### src/rtl/cskipa_pkg.sv
// Shared types and constants for the time-multiplexed carry-skip adder sequencer.
package cskipa_pkg;

  typedef enum logic [1:0] {
    IDLE = 2'd0,
    RUN  = 2'd1,
    DONE = 2'd2
  } state_t;

  localparam int CHUNK_DEF = 12;
  localparam int SKIP_W    = 4;

  function automatic int idx_w(input int nchunk);
    return (nchunk <= 2) ? 1 : $clog2(nchunk);
  endfunction

endpackage

### src/rtl/cskipa_seq_ctrl_if.sv
// Operand/result handshake bundle between source, sequencer and consumer.
interface cskipa_seq_ctrl_if #(
  parameter int OP_WIDTH = 48
);
  logic                i_valid;
  logic                o_ready;
  logic [OP_WIDTH-1:0] i_add_term1;
  logic [OP_WIDTH-1:0] i_add_term2;
  logic                i_cin;
  logic                i_clear;
  logic                o_valid;
  logic                i_ready;
  logic [OP_WIDTH-1:0] o_sum;
  logic                o_cout;

  modport master (
    output i_valid, i_add_term1, i_add_term2, i_cin, i_clear, i_ready,
    input  o_ready, o_valid, o_sum, o_cout
  );

  modport slave (
    input  i_valid, i_add_term1, i_add_term2, i_cin, i_clear, i_ready,
    output o_ready, o_valid, o_sum, o_cout
  );
endinterface

### src/rtl/cskipa_chunk_add.sv
// CHUNK-bit carry-skip adder: 4-bit ripple groups whose carry is bypassed
// when every bit of the group propagates.
module cskipa_chunk_add
  import cskipa_pkg::*;
#(
  parameter int CHUNK = CHUNK_DEF
) (
  input  logic [CHUNK-1:0] a,
  input  logic [CHUNK-1:0] b,
  input  logic             cin,
  output logic [CHUNK-1:0] sum,
  output logic             cout
);
  localparam int NGRP = CHUNK / SKIP_W;

  logic grp_c;
  logic rip_c;
  logic grp_p;
  logic bit_p;

  always_comb begin
    sum   = '0;
    grp_c = cin;
    rip_c = 1'b0;
    grp_p = 1'b0;
    bit_p = 1'b0;
    for (int g = 0; g < NGRP; g++) begin
      rip_c = grp_c;
      grp_p = 1'b1;
      for (int i = 0; i < SKIP_W; i++) begin
        bit_p                = a[g*SKIP_W+i] ^ b[g*SKIP_W+i];
        sum[g*SKIP_W+i]      = bit_p ^ rip_c;
        rip_c                = (a[g*SKIP_W+i] & b[g*SKIP_W+i]) | (bit_p & rip_c);
        grp_p                = grp_p & bit_p;
      end
      // A fully propagating group hands its incoming carry straight on.
      grp_c = grp_p ? grp_c : rip_c;
    end
    cout = grp_c;
  end

endmodule

### src/rtl/cskipa_seq_ctrl.sv
// Multi-cycle OP_WIDTH-bit adder: one shared CHUNK-bit carry-skip slice,
// one chunk per cycle, registered inter-chunk carry, valid/ready on both sides.
module cskipa_seq_ctrl
  import cskipa_pkg::*;
#(
  parameter int OP_WIDTH = 48,
  parameter int CHUNK    = CHUNK_DEF
) (
  input logic              i_clk,
  input logic              i_rst_n,
  cskipa_seq_ctrl_if.slave bus
);
  localparam int NCHUNK = OP_WIDTH / CHUNK;
  localparam int IDX_W  = idx_w(NCHUNK);
  localparam logic [IDX_W-1:0] IDX_LAST = IDX_W'(NCHUNK - 1);

  if (OP_WIDTH % CHUNK != 0) begin : g_bad_op_width
    $error("OP_WIDTH must be a multiple of CHUNK");
  end
  if (CHUNK % SKIP_W != 0) begin : g_bad_chunk
    $error("CHUNK must be a multiple of the skip group width");
  end
  if (NCHUNK < 2) begin : g_bad_nchunk
    $error("OP_WIDTH/CHUNK must be at least 2");
  end

  state_t              state_q, state_d;
  logic [OP_WIDTH-1:0] op_a_q, op_b_q;
  logic [OP_WIDTH-1:0] result_q;
  logic                carry_q;
  logic [IDX_W-1:0]    idx_q;
  logic                accept;
  logic                step;
  logic [CHUNK-1:0]    slice_sum;
  logic                slice_cout;

  cskipa_chunk_add #(.CHUNK(CHUNK)) u_slice (
    .a    (op_a_q[CHUNK-1:0]),
    .b    (op_b_q[CHUNK-1:0]),
    .cin  (carry_q),
    .sum  (slice_sum),
    .cout (slice_cout)
  );

  // Clear wins over both the operand accept and the result handshake.
  always_comb begin
    state_d = state_q;
    accept  = 1'b0;
    step    = 1'b0;
    unique case (state_q)
      IDLE: if (bus.i_valid) begin
        state_d = RUN;
        accept  = 1'b1;
      end
      RUN: begin
        step = 1'b1;
        if (idx_q == IDX_LAST) state_d = DONE;
      end
      DONE: if (bus.i_ready) state_d = IDLE;
      default: state_d = IDLE;
    endcase
    if (bus.i_clear) begin
      state_d = IDLE;
      accept  = 1'b0;
      step    = 1'b0;
    end
  end

  always_ff @(posedge i_clk or negedge i_rst_n) begin
    if (!i_rst_n) begin
      state_q  <= IDLE;
      carry_q  <= 1'b0;
      idx_q    <= '0;
      result_q <= '0;
    end else begin
      state_q <= state_d;
      if (bus.i_clear) begin
        idx_q <= '0;
      end else if (accept) begin
        idx_q   <= '0;
        carry_q <= bus.i_cin;
      end else if (step) begin
        result_q[int'(idx_q)*CHUNK +: CHUNK] <= slice_sum;
        carry_q <= slice_cout;
        if (idx_q != IDX_LAST) idx_q <= idx_q + 1'b1;
      end
    end
  end

  // Operand shift registers carry no reset; they are reloaded on every accept.
  always_ff @(posedge i_clk) begin
    if (accept) begin
      op_a_q <= bus.i_add_term1;
      op_b_q <= bus.i_add_term2;
    end else if (step) begin
      op_a_q <= op_a_q >> CHUNK;
      op_b_q <= op_b_q >> CHUNK;
    end
  end

  assign bus.o_ready = (state_q == IDLE);
  assign bus.o_valid = (state_q == DONE);
  assign bus.o_sum   = result_q;
  assign bus.o_cout  = carry_q;

endmodule
### src/flat_wrapper.sv
// flat-port wrapper written by rule: the top's interface ports become plain ports
module cskipa_seq_ctrl_flat import cskipa_pkg::*;
#(
  parameter int OP_WIDTH = 48,
  parameter int CHUNK    = CHUNK_DEF
)
  (i_clk, i_rst_n, bus_i_valid, bus_i_add_term1, bus_i_add_term2, bus_i_cin, bus_i_clear, bus_i_ready, bus_o_ready, bus_o_valid, bus_o_sum, bus_o_cout);
  cskipa_seq_ctrl_if #(.OP_WIDTH(OP_WIDTH)) bus_i ();
  input logic i_clk;
  input logic i_rst_n;
  input wire logic [$bits(bus_i.i_valid)-1:0] bus_i_valid;
  input wire logic [$bits(bus_i.i_add_term1)-1:0] bus_i_add_term1;
  input wire logic [$bits(bus_i.i_add_term2)-1:0] bus_i_add_term2;
  input wire logic [$bits(bus_i.i_cin)-1:0] bus_i_cin;
  input wire logic [$bits(bus_i.i_clear)-1:0] bus_i_clear;
  input wire logic [$bits(bus_i.i_ready)-1:0] bus_i_ready;
  output wire logic [$bits(bus_i.o_ready)-1:0] bus_o_ready;
  output wire logic [$bits(bus_i.o_valid)-1:0] bus_o_valid;
  output wire logic [$bits(bus_i.o_sum)-1:0] bus_o_sum;
  output wire logic [$bits(bus_i.o_cout)-1:0] bus_o_cout;
  assign bus_i.i_valid = bus_i_valid;
  assign bus_i.i_add_term1 = bus_i_add_term1;
  assign bus_i.i_add_term2 = bus_i_add_term2;
  assign bus_i.i_cin = bus_i_cin;
  assign bus_i.i_clear = bus_i_clear;
  assign bus_i.i_ready = bus_i_ready;
  assign bus_o_ready = bus_i.o_ready;
  assign bus_o_valid = bus_i.o_valid;
  assign bus_o_sum = bus_i.o_sum;
  assign bus_o_cout = bus_i.o_cout;
  cskipa_seq_ctrl #(.OP_WIDTH(OP_WIDTH), .CHUNK(CHUNK)) u_core (.i_clk(i_clk), .i_rst_n(i_rst_n), .bus(bus_i));
endmodule
### config.mk
export PLATFORM = sky130hd
export DESIGN_NAME = cskipa_seq_ctrl_flat
export DESIGN_NICKNAME = d
export VERILOG_FILES = /design/src/rtl/cskipa_pkg.sv /design/src/rtl/cskipa_seq_ctrl_if.sv /design/src/rtl/cskipa_chunk_add.sv /design/src/rtl/cskipa_seq_ctrl.sv /design/src/flat_wrapper.sv
export SDC_FILE = /design/constraint.sdc
export NUM_CORES = 1
export LEC_CHECK = 0
export ABC_AREA = 1
export BUFFER_PORTS_ARGS = -buffer_cell sky130_fd_sc_hd__buf_2
export CORE_ASPECT_RATIO = 1.75
export CORE_UTILIZATION = 50
export CTS_CLUSTER_DIAMETER = 40
export DETAILED_ROUTE_END_ITERATION = 8
export PLACE_DENSITY_LB_ADDON = 0.2
export SLEW_MARGIN = 20
export SYNTH_ARGS = -nofsm -noshare
export SYNTH_HDL_FRONTEND = slang
export SYNTH_SLANG_ARGS = --single-unit
### constraint.sdc
create_clock -name i_clk -period 5.4 [get_ports i_clk]
set_input_delay 0.54 -clock i_clk [delete_from_list [all_inputs] [get_ports i_clk]]
set_output_delay 0.54 -clock i_clk [all_outputs]
set_load 0.02 [all_outputs]
# After elaboration in Yosys (flattened, before gate mapping)
# Cells that the tools add are included.
# totals
reg_bits	149
latch_bits	0
mem_bits_rw	0
rom_bits	0
out_inout_bits	51
n_memories	0
# classes
add_sub_neg	2
multipliers	1
div	0
order_cmp	0
eq_ne	7
shifts	2
mux	24
n_bitwise	71
n_reduce_logical	8
# op_table
operator	count
$mux 48	4
$bwmux 48	1
$shift 12x33->48 const A	1
$shiftx 12x33->48	1
$and 1x1->1	33
$neg 32->33	1
$xor 1x1->1	24
$mux 2	8
$or 1x1->1	12
$mux 1	10
$ne 3x3->1 const B	2
$pmux 2 s3	1
$reduce_and 3->1	2
$reduce_bool 3->1	2
$eq 2x2->1 const B	2
$mul 2x2->4 const B	1
$reduce_and 2->1	2
$ne 3x2->1 const B	1
$add 2x1->2 const B	1
$eq 2x1->1 const B	1
$logic_not 2->1	1
$ne 2x2->1 const B	1
$not 1->1	2
$reduce_bool 2->1	1

# Longest topological paths before layout
# Gate-level depths: netlist (run 1).
# logic_depth
ltp_word	30
mapped_depth	24
ltp_nobuf	24

# Cells and area by module
# From an unflattened synthesis (run 1), not the netlist that was laid out.
# hier_totals
hier_cells	826
area_unflattened_um2	7521.0
# modules_own_cells
mod	instances	cells_per_inst	area_per_inst_um2	seq_area_each_um2
cskipa_seq_ctrl	1	775	7018.0	4209.0
cskipa_chunk_add	1	51	503.0	0.0

# Least setup slack after synthesis (run 1)
# Ideal clock, no wire load.
# synth_path
kind	reg2reg
from	reg u_core.carry_q (netlist: u_core.bus.o_cout)
to	reg u_core.result_q[47] (netlist: u_core.bus.o_sum[47])
arrival_time_ps	5958
t_required_ps	5283
setup_slack_ps	-676
stages_incl_launch_ff	25
synth_period_minus_slack_ps	6076
path_cell_list	dfrtp_1 > fa_1 > inv_1 > fa_1 > fa_1 > fa_1 > o21ai_0 > nand2_1 > fa_1 > fa_1 > fa_1 > fa_1 > or2_2 > and2_1 > fa_1 > fa_1 > fa_1 > inv_1 > fa_1 > nand3_1 > o21ai_1 > nand2_1 > nand2_1 > nand3_1 > nand2_1
# synth_between
elab_chain_cells	27
# synth_lines
element	line	source
from (decl)	cskipa_seq_ctrl.sv:30	logic carry_q;
from (signal assigned)	cskipa_seq_ctrl.sv:81	carry_q <= bus.i_cin;
from (signal assigned)	cskipa_seq_ctrl.sv:84	carry_q <= slice_cout;
$and 1x1->1	cskipa_chunk_add.sv:33	rip_c = (a[g*SKIP_W+i] & b[g*SKIP_W+i]) | (bit_p & rip_c);
$or 1x1->1	cskipa_chunk_add.sv:33	
$and 1x1->1	cskipa_chunk_add.sv:33	
$or 1x1->1	cskipa_chunk_add.sv:33	
$and 1x1->1	cskipa_chunk_add.sv:33	
$or 1x1->1	cskipa_chunk_add.sv:33	
$and 1x1->1	cskipa_chunk_add.sv:33	
$or 1x1->1	cskipa_chunk_add.sv:33	
[11 not listed]	-	
$or 1x1->1	cskipa_chunk_add.sv:33	
$and 1x1->1	cskipa_chunk_add.sv:33	
$or 1x1->1	cskipa_chunk_add.sv:33	
$and 1x1->1	cskipa_chunk_add.sv:33	
$or 1x1->1	cskipa_chunk_add.sv:33	
$xor 1x1->1	cskipa_chunk_add.sv:32	sum[g*SKIP_W+i] = bit_p ^ rip_c;
$shiftx 12x33->48 *	cskipa_seq_ctrl.sv:83	result_q[int'(idx_q)*CHUNK +: CHUNK] <= slice_sum;
$bwmux 48 *	cskipa_seq_ctrl.sv:83	
to (signal, indexed assignment)	cskipa_seq_ctrl.sv:83	
to (decl)	cskipa_seq_ctrl.sv:29	logic [OP_WIDTH-1:0] result_q;
# Mark *: on every way between the ends. The rest lies on a longest branch, timed or not.
# A chain may end at the register's enable or synchronous reset.

# Final worst setup path (run 1)
# layout_path
from	reg u_core.op_a_q[0]
to	reg u_core.result_q[47] (netlist: u_core.bus.o_sum[47])
# layout_between
elab_chain_cells	28
# layout_lines
element	line	source
from (decl)	cskipa_seq_ctrl.sv:28	logic [OP_WIDTH-1:0] op_a_q, op_b_q;
from (signal assigned)	cskipa_seq_ctrl.sv:93	op_a_q <= bus.i_add_term1;
from (signal assigned)	cskipa_seq_ctrl.sv:96	op_a_q <= op_a_q >> CHUNK;
$xor 1x1->1	cskipa_chunk_add.sv:31	bit_p = a[g*SKIP_W+i] ^ b[g*SKIP_W+i];
$and 1x1->1	cskipa_chunk_add.sv:33	
$or 1x1->1	cskipa_chunk_add.sv:33	
$and 1x1->1	cskipa_chunk_add.sv:33	
$or 1x1->1	cskipa_chunk_add.sv:33	
$and 1x1->1	cskipa_chunk_add.sv:33	
$or 1x1->1	cskipa_chunk_add.sv:33	
$and 1x1->1	cskipa_chunk_add.sv:33	
[12 not listed]	-	
$or 1x1->1	cskipa_chunk_add.sv:33	
$and 1x1->1	cskipa_chunk_add.sv:33	
$or 1x1->1	cskipa_chunk_add.sv:33	
$and 1x1->1	cskipa_chunk_add.sv:33	
$or 1x1->1	cskipa_chunk_add.sv:33	
$xor 1x1->1	cskipa_chunk_add.sv:32	
$shiftx 12x33->48 *	cskipa_seq_ctrl.sv:83	
$bwmux 48 *	cskipa_seq_ctrl.sv:83	
# Marked as above.

==> flow_summary.ini, run 1 <==
[die]
initial_core_util = 0.5129
core_um2 = 14370
boundaryPins = 153
die-area_um2 = 15250
fp.dieH_um = 162.6
rows = 58
die_x_um = 93.78

[place]
dpl_cell_area_um2 = 8267
hpwl_um = 11670
place.gp.congestion = 0.9265
io_buffers = 152

[final_layout]
syn_to_final_growth_pct = 20.98
drive_gt1_frac = 0.2538
num_antenna_cells = 0
final_area_um2 = 8916
fin_nets = 1096

[drt]
wl_per_cell_um = 14.18
wirelength_um = 16410
avgViaCountPerCell = 4.966
vias = 5746
dr.pass1.iters = 5
antenna_left = 0
drc = 0
drtIter0Drc = 257

[power]
p_leak_nw = 4.416
total_power_mw = 3.652
p_int_mw = 2.406
ir_worst_vdd_mv = 0.2811
p_switching_mw = 1.246
power_density_nw_per_um2 = 409.6
clockPowerShare = 0.329
comb_power_share = 0.260
p_seq_frac = 0.412
swShare = 0.3412

[min_path]
min_path_type = in2async

[sta]
max_freq_mhz = 174.9
fin_crit_sh = 1.059
hold_slack_ns = 0.2279
rsz0062_at_grt = yes
skew_ns = 0.01018
setup_viol = 16
period_minus_slack_ns = 5.717
worst-slew-pin-transition_ns = 0.9230
hold_viol = 0
worst_slew_margin_rel = 0.3847
drv_slew = 0
fin_ws_ns = -0.3167

[worst_setup_path]
cp_max_fo = 3
worstPathArrival_ns = 6.03
path_class = reg2reg
critPathLaunchType = register
endpoint_kind = register
crit_required_ns = 5.71

[logic_synthesis]
synth_top_family_by_area = simple AND/OR/NAND/NOR gates
synth-edff-count = 96
yosysTopAreaCellShare = 0.3912
yosys_most_used_dff = edfxtp_1
synth_top_area_cell = edfxtp_1
ys_seq_area_frac = 0.5711
synth_xor_area_frac = 0
syn-instance-count = 817
synth_seq_cells = 149
synth_compound_area_frac = 0.04652
synthMuxAreaShare = 0
synth_fp_nets = 949
avgSynthCellArea_um2 = 9.020
yosysUniqueCellTypes = 30
async_flop_share = 0.3557
synthTopCellsByArea = edfxtp_1, dfrtp_1, nand2_1
yosys.area_share.adder = 0.06316
yosys_warnings = 0
synth-simple-area-share = 0.2523
syn_area_um2 = 7370

[global_route]
grt_pass1_wl_um = 26020
track_usage = 0.2263
grt_overflow = 0
grt_pass1_vias = 5517
antenna_found_initial = 0
grt_max_degree = 78

[clocking]
cts-buffers-inserted = 17
cts.htree.levels = 4
cts_sinks = 149
clockRootBuffer = clkbuf_16
postCtsHoldBufs = 0
clk_latency_ns = 0.43
cts_tree = done
clk_pin_slew_ns = 0.07
clock_path_buffers = 2

[flow_run]
maxCapViolations = 0

[outcome]
status = complete, but fails checks
violations = negative setup slack
[power groups by stage]
stage,clock (mW),combinational (mW),sequential [mW]
4_1_cts,1.21,0.941,1.50
6_report,1.20,0.949,1.50
3_3_place_gp,0,0.916,1.52
2_1_floorplan,0,0.594,1.57
5_1_grt,1.26,1.07,1.52
3_5_place_dp,0,0.927,1.53
[Yosys cell counts, types with 4 or more instances]
cell type,n
nand4_1,4
clkbuf_1,9
o21ai_0,10
nor3_1,13
fa_1,12
dfrtp_1,53
nand2_2,4
ha_1,18
o21ai_1,36
buf_2,16
nand2_1,353
inv_2,14
buf_6,8
nand3_1,25
nor2_1,49
inv_1,60
edfxtp_1,96
a21oi_1,21
[state kept, by name, summed over array words and instances, names as in the netlist]
signal	cells
u_core.state_q	2
u_core.op_a_q	48
u_core.op_b_q	48
u_core.bus.o_sum	48
u_core.idx_q	2
u_core.bus.o_cout	1
[routing by layer]
layer  GRT usage  up-vias  wire length [um]
li1            -     2883                 -
met1      0.2168     2659              5594
met2      0.4224      161              9166
met3     0.04809       43               740
met4      0.1469        0               907
met5           0        -                 0
[critical path: stages (launching register included)]
cell and delay [ns]:
edfxtp_1 0.38, fa_2 0.21, inv_2 0.04, fa_2 0.34
fa_2 0.35, fa_2 0.35, o21ai_2 0.07, nand2_1 0.09
fa_2 0.35, fa_2 0.35, fa_2 0.35, fa_2 0.32
or2_4 0.25, and2_4 0.14, fa_2 0.33, fa_2 0.35
fa_2 0.34, inv_2 0.07, fa_2 0.46, nand3_2 0.10
o21ai_2 0.08, nand2_1 0.10, nand2_2 0.08, nand3_1 0.07
nand2_1 0.05
[what timing repair did]
item,CTS,global route
gates resized for setup,4,6
pin swaps,3,3
setup endpoints to repair,17,26
cloned,0,0
buffers inserted,1,1
[path summary, 6_finish.rpt]
path / startpoint / end / slack, ns / depth (start not counted)
setup / recovery: u_core.op_a_q[0] / u_core.bus.o_sum[47] / -0.32 / 24
hold / removal: i_rst_n / u_core.bus.o_sum[29] / 0.23 / 2
setup reg to reg: u_core.op_a_q[0] / u_core.bus.o_sum[47] / -0.32 / 24
hold reg to reg: u_core.bus.o_sum[44] / u_core.bus.o_sum[44] / 0.48 / 2
max in group asynchronous: i_rst_n / u_core.bus.o_cout / 4.69 / 2
min in group i_clk: bus_i_add_term2[32] / u_core.op_b_q[32] / 0.37 / 3
[layout make-up]
class,instances,area (um^2)
Clock buffer,17,425.4
Clock inverter,15,175.2
Fill cell,1277,5453
Inverter,74,280.3
Multi-Input combinational cell,559,2753
Sequential cell,149,4210
Tap cell,180,225.2
Timing Repair Buffer,163,847.1
[cells by family after synthesis]
kind of cell / count (synthesis)
AOI/OAI and AO/OA: 68
adders and majority gates: 30
DFF: 149
buffers and inverters: 109
and+or+nand+nor: 461
[cell usage in the layout (no fill, tap or decap), drive strengths merged, types with 4 or more instances in the layout]
cell | synthesis | final
nor3 | 14 | 14
nand2 | 358 | 358
nand4 | 4 | 4
clkbuf | 9 | 17
a21oi | 21 | 21
dfrtp | 53 | 53
nand3 | 27 | 27
buf | 26 | 163
ha | 18 | 18
edfxtp | 96 | 96
o21ai | 46 | 46
inv | 74 | 84
nor2 | 53 | 53
fa | 12 | 12
[stage by stage]
stage / instances / setup slack, ns / setup TNS, ns / util
floorplan: 817 / -0.1488 / -0.8455 / -
global placement: 1123 / -0.3004 / -2.414 / 0.5751
detailed placement: 1123 / -0.3595 / -2.995 / 0.5753
CTS: 1156 / -0.3636 / -3.181 / 0.6183
global route: 1157 / -0.5559 / -7.127 / 0.6205
finish: 1157 / -0.3167 / -2.958 / 0.6205
(Power assumes the default switching activity.)
==> run 2: changes to the inputs <==
PLACE_DENSITY_LB_ADDON = 0.15   (was 0.2)
==> run 2 against run 1 <==
  * The flow still finishes with violations (negative setup slack)
  * Routed wire length up 1.3%
  * Sequential share of layout area down 0.15 points
  * Critical path depth unchanged
  * Hold slack worse by 0.00097 ns
  * Clock power down 5%
  * Clock-buffer cell count unchanged
  * Non-clock buffer count up 6
  * Setup slack better by 0.010 ns
  * Clock skew up 0.0023 ns
  * Global-route usage down 0.11 points
==> flow_summary.ini, run 2 (synthesized netlist as in run 1, its figures left out) <==
[global_route]
track_usage = 0.2252
grt_overflow = 0
grt_pass1_wl_um = 26010
antenna_found_initial = 0
grt_pass1_vias = 5553
grt_max_degree = 57

[drt]
antenna_left = 0
wl_per_cell_um = 14.30
vias = 5760
drtIter0Drc = 212
avgViaCountPerCell = 4.957
dr.pass1.iters = 6
wirelength_um = 16620
drc = 0

[clocking]
clock_path_buffers = 2
cts.htree.levels = 4
cts_tree = done
cts_sinks = 149
clockRootBuffer = clkbuf_16
cts-buffers-inserted = 17
clk_latency_ns = 0.42
postCtsHoldBufs = 0
clk_pin_slew_ns = 0.07

[final_layout]
syn_to_final_growth_pct = 21.36
final_core_util = 0.6224
drive_gt1_frac = 0.2637
multi_input_area_um2 = 2775
fin_nets = 1102
num_antenna_cells = 0
final_cells = 1162
layout_commonest_cell = nand2_1
layout_common_cells = nand2_1, buf_2, edfxtp_1
fill_cells = 1289
layout.area.seq_um2 = 4210

[min_path]
min_path_type = in2async

[sta]
fin_crit_sh = 1.057
max_freq_mhz = 175.2
drv_slew = 0
skew_ns = 0.01252
fin_ws_ns = -0.3067
period_minus_slack_ns = 5.707
hold_viol = 0
worst_slew_margin_rel = 0.4403
rsz0062_at_grt = yes
worst-slew-pin-transition_ns = 0.8387
hold_slack_ns = 0.2269
setup_viol = 16

[die]
boundaryPins = 153
die-area_um2 = 15250
initial_core_util = 0.5129
die_x_um = 93.78
fp.dieH_um = 162.6
core_um2 = 14370
rows = 58

[worst_setup_path]
critPathLaunchType = register
worstPathArrival_ns = 6.02
r2r_start = u_core.op_a_q[0]
crit_required_ns = 5.71
cp_max_fo = 3
path_class = reg2reg
endpoint_kind = register
startpoint = u_core.op_a_q[0]

[outcome]
status = complete, but fails checks
violations = negative setup slack

[power]
ir_worst_vdd_mv = 0.2504
p_leak_nw = 4.435
power_density_nw_per_um2 = 403.7

[place]
hpwl_um = 12010
dp.cells = 1127
io_buffers = 152
place.gp.congestion = 0.9141

[flow_run]
maxCapViolations = 0
## run 2: cell count changes in the layout (fill, tap and decap cells not counted), sizes merged
cell	before	now
inv	84	83
bufinv	1	0
buf	163	169
clkinv	2	3
## run 2: cell type report
class                      instances  share of cell area
timing repair buffer             169             0.09975
clock buffer                      17             0.04757
tap                              180             0.02518
clock inverter                    14             0.01539
multi-input combinational        559              0.3103
inverter                          74             0.03106
sequential                       149              0.4708
## run 2: final timing paths
kind                                             end  depth (start not counted)  slack (ns)
min in group i_clk                 u_core.op_b_q[31]                          3        0.38
worst max register to register  u_core.bus.o_sum[15]                         24       -0.31
worst min-delay path            u_core.bus.o_sum[29]                          2        0.23
worst min register to register  u_core.bus.o_sum[36]                          2        0.47
max in group asynchronous          u_core.bus.o_cout                          2        4.67
worst max-delay path            u_core.bus.o_sum[15]                         24       -0.31
## run 2: stage by stage
step	setup TNS (ns)	power [mW]	setup slack, ns	cell area [um^2]
after floorplan	-0.8455	2.166	-0.1488	7411
after global placement	-2.254	2.448	-0.2809	8294
after detailed placement	-3.275	2.466	-0.3431	8294
after CTS	-2.907	3.605	-0.3106	8881
after global routing	-5.932	3.790	-0.4888	8944
final	-2.950	3.610	-0.3067	8944
## run 2: layer usage
layer / wire length (um) / up-vias / share of wire / global-route usage
met5: 0 / - / 0 / 0
met4: 668 / 0 / 0.040 / 0.1238
met3: 990 / 36 / 0.060 / 0.05789
met2: 9304 / 192 / 0.56 / 0.4187
met1: 5651 / 2639 / 0.34 / 0.2205
li1: - / 2893 / - / -
## run 2: what timing repair did
item                                    CTS  global route
endpoints found under the setup margin   17            20
endpoints found under the hold margin     0             0
pin swaps                                 5             8
resized for setup                         4            12
setup buffers                             2             2
## run 2: report_power, final
group | total (mW) | switching [mW] | internal [mW]
combinational | 0.981 | 0.648 | 0.333
sequential | 1.49 | 0.0727 | 1.42
clock | 1.14 | 0.527 | 0.610
total | 3.61 | 1.25 | 2.36
## run 2: critical path, stage by stage, from the launching register on
cell and delay [ns]:
edfxtp_1 0.38, fa_2 0.22, inv_2 0.04, fa_2 0.34
fa_2 0.35, fa_2 0.34, o21ai_2 0.07, nand2_1 0.08
fa_2 0.34, fa_2 0.35, fa_2 0.34, fa_2 0.32
or2_4 0.25, and2_4 0.16, fa_2 0.33, fa_2 0.36
fa_2 0.35, inv_2 0.07, fa_2 0.46, nand3_2 0.10
o21ai_2 0.07, nand2_1 0.08, nand2_2 0.07, nand3_1 0.07
nand2_1 0.05
